==> config.mk <==
export PLATFORM = sky130hd
export DESIGN_NAME = stream_fifo_mc
export DESIGN_NICKNAME = d
export VERILOG_FILES = /design/src/rtl/stream_fifo_mc_pkg.sv /design/src/rtl/stream_fifo_mc_ctrl.sv /design/src/rtl/stream_fifo_mc.sv
export SDC_FILE = /design/constraint.sdc
export NUM_CORES = 2
export LEC_CHECK = 0
export BUFFER_PORTS_ARGS = -buffer_cell sky130_fd_sc_hd__buf_2
export CAP_MARGIN = 40
export CORE_ASPECT_RATIO = 0.6
export CORE_MARGIN = 2
export CORE_UTILIZATION = 44
export DETAILED_ROUTE_END_ITERATION = 6
export PLACE_DENSITY = 0.71
export SYNTH_ARGS = -nofsm -noshare
export SYNTH_HDL_FRONTEND = slang
export SYNTH_SLANG_ARGS = --single-unit
==> constraint.sdc <==
create_clock -name clk_i -period 31.3 [get_ports clk_i]
set_input_delay 1.565 -clock clk_i [delete_from_list [all_inputs] [get_ports clk_i]]
set_output_delay 1.565 -clock clk_i [all_outputs]
set_load 0.01 [all_outputs]
==> src/rtl/stream_fifo_mc_pkg.sv <==
// Shared helpers for the multi-channel stream FIFO: derived widths for pointers and channel ids.
package stream_fifo_mc_pkg;

  function automatic int unsigned ptr_width(input int unsigned depth);
    return $clog2(depth);
  endfunction

  // A single-channel instance still needs a 1-bit channel field on the ports.
  function automatic int unsigned ch_width(input int unsigned num_ch);
    return (num_ch > 1) ? $clog2(num_ch) : 1;
  endfunction

endpackage

==> src/rtl/stream_fifo_mc_ctrl.sv <==
// Per-channel FIFO bookkeeping: read/write pointers with non-power-of-two wrap and occupancy.
module stream_fifo_mc_ctrl import stream_fifo_mc_pkg::*; #(
  parameter int unsigned FifoDepth = 8,
  parameter int unsigned AddrWidth = ptr_width(FifoDepth)
) (
  input  logic                 clk_i,
  input  logic                 rst_i,
  input  logic                 clr_i,
  input  logic                 push_i,
  input  logic                 pop_i,
  output logic [AddrWidth-1:0] wr_ptr_o,
  output logic [AddrWidth-1:0] rd_ptr_o,
  output logic [AddrWidth:0]   count_o,
  output logic                 full_o,
  output logic                 empty_o
);

  localparam logic [AddrWidth-1:0] LastPtr   = AddrWidth'(FifoDepth - 1);
  localparam logic [AddrWidth:0]   FullCount = (AddrWidth + 1)'(FifoDepth);

  logic [AddrWidth-1:0] wr_ptr_q, wr_ptr_d;
  logic [AddrWidth-1:0] rd_ptr_q, rd_ptr_d;
  logic [AddrWidth:0]   count_q, count_d;

  always_comb begin
    wr_ptr_d = wr_ptr_q;
    rd_ptr_d = rd_ptr_q;
    count_d  = count_q;
    if (clr_i) begin
      wr_ptr_d = '0;
      rd_ptr_d = '0;
      count_d  = '0;
    end else begin
      if (push_i) wr_ptr_d = (wr_ptr_q == LastPtr) ? '0 : wr_ptr_q + 1'b1;
      if (pop_i)  rd_ptr_d = (rd_ptr_q == LastPtr) ? '0 : rd_ptr_q + 1'b1;
      if (push_i && !pop_i) begin
        count_d = count_q + 1'b1;
      end else if (!push_i && pop_i) begin
        count_d = count_q - 1'b1;
      end
    end
  end

  always_ff @(posedge clk_i or posedge rst_i) begin
    if (rst_i) begin
      wr_ptr_q <= '0;
      rd_ptr_q <= '0;
      count_q  <= '0;
    end else begin
      wr_ptr_q <= wr_ptr_d;
      rd_ptr_q <= rd_ptr_d;
      count_q  <= count_d;
    end
  end

  assign wr_ptr_o = wr_ptr_q;
  assign rd_ptr_o = rd_ptr_q;
  assign count_o  = count_q;
  assign full_o   = (count_q == FullCount);
  assign empty_o  = (count_q == '0);

endmodule

==> src/rtl/stream_fifo_mc.sv <==
// Multi-channel streaming FIFO: shared storage, per-channel control, optional fall-through and a
// sticky error for transfers that address a non-existent channel.
module stream_fifo_mc import stream_fifo_mc_pkg::*; #(
  parameter int unsigned DataWidth   = 32,
  parameter int unsigned FifoDepth   = 8,
  parameter int unsigned NumChannels = 4,
  parameter bit          FallThrough = 1'b0,
  parameter int unsigned AddrWidth   = ptr_width(FifoDepth),
  parameter int unsigned ChWidth     = ch_width(NumChannels)
) (
  input  logic                                 clk_i,
  input  logic                                 rst_i,
  input  logic                                 clr_i,
  input  logic [DataWidth-1:0]                 in_data_i,
  input  logic [ChWidth-1:0]                   in_ch_i,
  input  logic                                 in_valid_i,
  output logic                                 in_ready_o,
  input  logic [ChWidth-1:0]                   out_ch_i,
  output logic [DataWidth-1:0]                 out_data_o,
  output logic                                 out_valid_o,
  input  logic                                 out_ready_i,
  input  logic [AddrWidth:0]                   af_thresh_i,
  output logic [NumChannels-1:0]               full_o,
  output logic [NumChannels-1:0]               empty_o,
  output logic [NumChannels-1:0]               almost_full_o,
  output logic [NumChannels*(AddrWidth+1)-1:0] count_o,
  output logic                                 err_o
);

  localparam int unsigned CntWidth = AddrWidth + 1;

  logic [NumChannels-1:0][AddrWidth-1:0] wr_ptr;
  logic [NumChannels-1:0][AddrWidth-1:0] rd_ptr;
  logic [NumChannels-1:0]                full, empty, push, pop;
  logic [DataWidth-1:0]                  mem_q [NumChannels][FifoDepth];

  logic               in_ok, out_ok, bypass, push_fire, pop_fire;
  logic               err_q, err_d;
  logic [ChWidth-1:0] in_sel, out_sel;

  // Widen before comparing so a power-of-two channel count is not a constant compare.
  assign in_ok   = 32'(in_ch_i) < NumChannels;
  assign out_ok  = 32'(out_ch_i) < NumChannels;
  assign in_sel  = in_ok ? in_ch_i : '0;
  assign out_sel = out_ok ? out_ch_i : '0;

  always_comb begin
    bypass      = FallThrough && in_valid_i && in_ok && out_ok && (in_ch_i == out_ch_i) &&
                  empty[out_sel];
    in_ready_o  = ~in_ok | ~full[in_sel];
    out_valid_o = out_ok & (~empty[out_sel] | bypass);
    out_data_o  = '0;
    if (bypass) begin
      out_data_o = in_data_i;
    end else if (out_ok) begin
      out_data_o = mem_q[out_sel][rd_ptr[out_sel]];
    end
    // A bypassed word consumed in the same cycle never touches storage.
    push_fire = in_valid_i & in_ok & ~full[in_sel] & ~(bypass & out_ready_i);
    pop_fire  = out_ready_i & out_ok & ~empty[out_sel];
    err_d     = clr_i ? 1'b0 : (err_q | (in_valid_i & ~in_ok) | (out_ready_i & ~out_ok));
  end

  for (genvar c = 0; c < NumChannels; c++) begin : g_ch
    assign push[c] = push_fire & (in_sel == ChWidth'(c));
    assign pop[c]  = pop_fire & (out_sel == ChWidth'(c));

    stream_fifo_mc_ctrl #(
      .FifoDepth (FifoDepth),
      .AddrWidth (AddrWidth)
    ) u_ctrl (
      .clk_i    (clk_i),
      .rst_i    (rst_i),
      .clr_i    (clr_i),
      .push_i   (push[c]),
      .pop_i    (pop[c]),
      .wr_ptr_o (wr_ptr[c]),
      .rd_ptr_o (rd_ptr[c]),
      .count_o  (count_o[c*CntWidth +: CntWidth]),
      .full_o   (full[c]),
      .empty_o  (empty[c])
    );

    assign almost_full_o[c] = (count_o[c*CntWidth +: CntWidth] >= af_thresh_i);
  end

  always_ff @(posedge clk_i or posedge rst_i) begin
    if (rst_i) begin
      err_q <= 1'b0;
      for (int c = 0; c < NumChannels; c++) begin
        for (int i = 0; i < FifoDepth; i++) begin
          mem_q[c][i] <= '0;
        end
      end
    end else begin
      err_q <= err_d;
      if (push_fire && !clr_i) mem_q[in_sel][wr_ptr[in_sel]] <= in_data_i;
    end
  end

  assign full_o  = full;
  assign empty_o = empty;
  assign err_o   = err_q;

endmodule
==> metrics.txt <==
CTS buffer count=96; Static Leakage=26.4 nW; row count=95; full die area=115000 um^2; first-pass GRT wire length=191000 um; # DRC=0; setup violators final=0; Worst Hold Class=flop to flop; Most Frequent Cell on Critical Path=buf_4; Worst EP arrival=5.12 ns; clock share of power=0.414; Unique masters post-synth=47; worst path buffer plus inverter count=6; TritonCTS clock tree=done; Post-CTS Setup Bufs=0; WHS Path Cells=1; crit-path max FO=57; Worst-Margin Slew=1.02 ns; Post-synth EDFFs=0; CP required=29.74 ns; worst setup path category=input pin to output pin; Vias=28.0k; PwrDens=56.8 nW/um^2; Tot GR Track Use=0.218; clk sinks=1064; Tcrit/Tclk final=0.214; outcome=completed; Synth area leader=dfrtp_1; Worst-path clk slew=0.06 ns; CP cell instances=buf_8 > buf_4 > buf_16 > buf_4 > buf_12 > mux4_2 > mux2_2 > o22ai_1 > nor2_1 > buf_2; vias per cell=5.88; synthesized net count=3286; Switching Power=0.764 mW; worst reg2reg path startpoint=g_ch[2].u_ctrl.count_o[3]; Routed Antenna Nets=0; Slew Limit Fails=0; unrepaired setup endpoints after global routing=false; largest net degree at the start of global routing=189; Critical Path Start Type=input pin; fmax=150 MHz; GPL Wtd Cong=0.741; hold endpoint=mem_q[31]; Async S/R FF share, synth=1.00; sw frac=0.244; Worst R2R End=mem_q[301]; Tmin final=6.69 ns; Clock Tree Buf Depth=3; Setup TNS=0 ns; WL per Instance=26.1 um; register area share after synthesis=0.537; FF+latch count, synth=1064; Post-CTS Hold Fix Bufs=0; Starting Density=0.443; initial antenna violation count=4; Top FF cell, synth=dfrtp_1; top-area cell type share of the netlist area=0.537; commonest non-fill, non-tap cells in the layout=mux2_2, dfrtp_1, mux4_2, buf_2, clkbuf_16; top post-synthesis cells by area=dfrtp_1, mux2_2, mux4_2, clkbuf_1, ha_1; Max VDD drop=0.0396 mV; port bufs=106; share of cells above drive strength 1=0.547; Layout area overhead=11.4%; number of global-route vias before repair=29.1k; combinational power share=0.107; Int Pwr=2.37 mW; Max-slew headroom=0.320; drt total wl=125000 um; synthesized cell area=49600 um^2; H-Tree Depth=3; sequential share of power=0.478; Clk Latency, worst-skew pair=0.69 ns; detailed placement HPWL=67900 um; Mapped Cells=3197; Worst setup EP type=output pin; Mapped Avg Cell Area=15.5 um^2; cts repair resizes=0; clk root buf=clkbuf_16; most common cell after layout, fill and taps aside=mux2_2; core area=112000 um^2; Post-Route Skew=0.0288 ns; Top Family by Delay on Critical Path=buffers and inverters; Hold Fails Final Rpt=0; Die Ht=264 um; reg2reg setup slack=27.98 ns; hold_sp=mem_q[31]; Worst R2R Path Depth=6; Max-Cap Viols=0; Starting DRT DRC Count=2130; CP max stage delay=0.55 ns; drt first pass iters=5; Critical-path top delay cell=mux4_2; fin nets=3271; IO Pins=108; Congestion Overflow GR=0; Die X=437 um; # fillers=9340; worst hold slack=0.485 ns; Ys Warns=0
-- worst max-delay path by stage --
| stage | start | to | slack (ns) | depth (start not counted) |
|---|---|---|---|---|
| floorplan | rst_i | g_ch[0].u_ctrl.count_o[0] | 15.06 | 1 |
| global placement | rst_i | mem_q[150] | 23.48 | 9 |
| detailed placement | out_ch_i[1] | out_data_o[28] | 24.50 | 10 |
| CTS | out_ch_i[1] | out_data_o[28] | 24.50 | 10 |
| global route | out_ch_i[1] | out_data_o[28] | 24.30 | 10 |
| finish | out_ch_i[1] | out_data_o[28] | 24.61 | 10 |
-- power groups by stage --
stage	sequential (mW)	combinational (mW)	clock [mW]
CTS	1.50	0.342	1.32
global placement	1.52	0.329	0
global route	1.51	0.368	1.38
detailed placement	1.52	0.341	0
finish	1.50	0.336	1.30
floorplan	1.52	0.246	0
-- registers in the layout, indices dropped and copies added, names as in the netlist --
| signal | flops |
|---|---|
| mem_q | 1024 |
| g_ch.u_ctrl.count_o | 16 |
| g_ch.u_ctrl.rd_ptr_o | 12 |
| g_ch.u_ctrl.wr_ptr_o | 12 |
-- kinds of logic after synthesis --
logic type                 Yosys count  synth area share
muxes                             1429             0.384
AOI/OAI and AO/OA                  146            0.0188
DFF                               1064             0.537
and+or+nand+nor                    186            0.0199
adders and majority gates           44            0.0117
buffers and inverters              323            0.0276
other                                1         0.0000757
xor gates and xnor gates             4          0.000707
-- per-layer routing --
metal / vias to the layer above / track usage / routed length [um]
li1: 11900 / - / -
met1: 15200 / 0.330 / 58800
met4: 0 / 0.0602 / 3120
met2: 731 / 0.316 / 54500
met5: - / 0.000414 / 0
met3: 189 / 0.0502 / 8270
-- per-stage QoR --
stage | instance area (um^2) | worst slack [ns] | utilization | std cells | power, mW
floorplan | 49600 | 15.06 | - | 3197 | 1.76
global placement | 51400 | 23.48 | 0.459 | 4572 | 1.85
detailed placement | 51700 | 24.50 | 0.463 | 4586 | 1.87
CTS | 55200 | 24.50 | 0.494 | 4766 | 3.16
global route | 55200 | 24.30 | 0.494 | 4768 | 3.26
finish | 55200 | 24.61 | 0.494 | 4768 | 3.14
-- cell usage after synthesis (all sizes together) (15+ instances only) --
library cell / n
ha: 40
a21o: 17
dfrtp: 1064
mux2: 1152
inv: 25
nor2: 73
buf: 150
mux4: 263
o22ai: 64
a21oi: 19
clkbuf: 148
nand2b: 15
nand2: 33
o21ai: 21
-- area by class of cell --
cell class              count  area, um^2  share of cell area
inverters                  25        97.6             0.00177
multi-input cells        1810       21700               0.393
repair buffers            185        1420              0.0256
clock buffers             134        2850              0.0516
diodes                      1        2.50           0.0000453
flip-flops and latches   1064       26600               0.482
well taps                1503        1880              0.0340
clock inverters            46         637              0.0115
No activity file was read; power rests on OpenSTA's default activity.
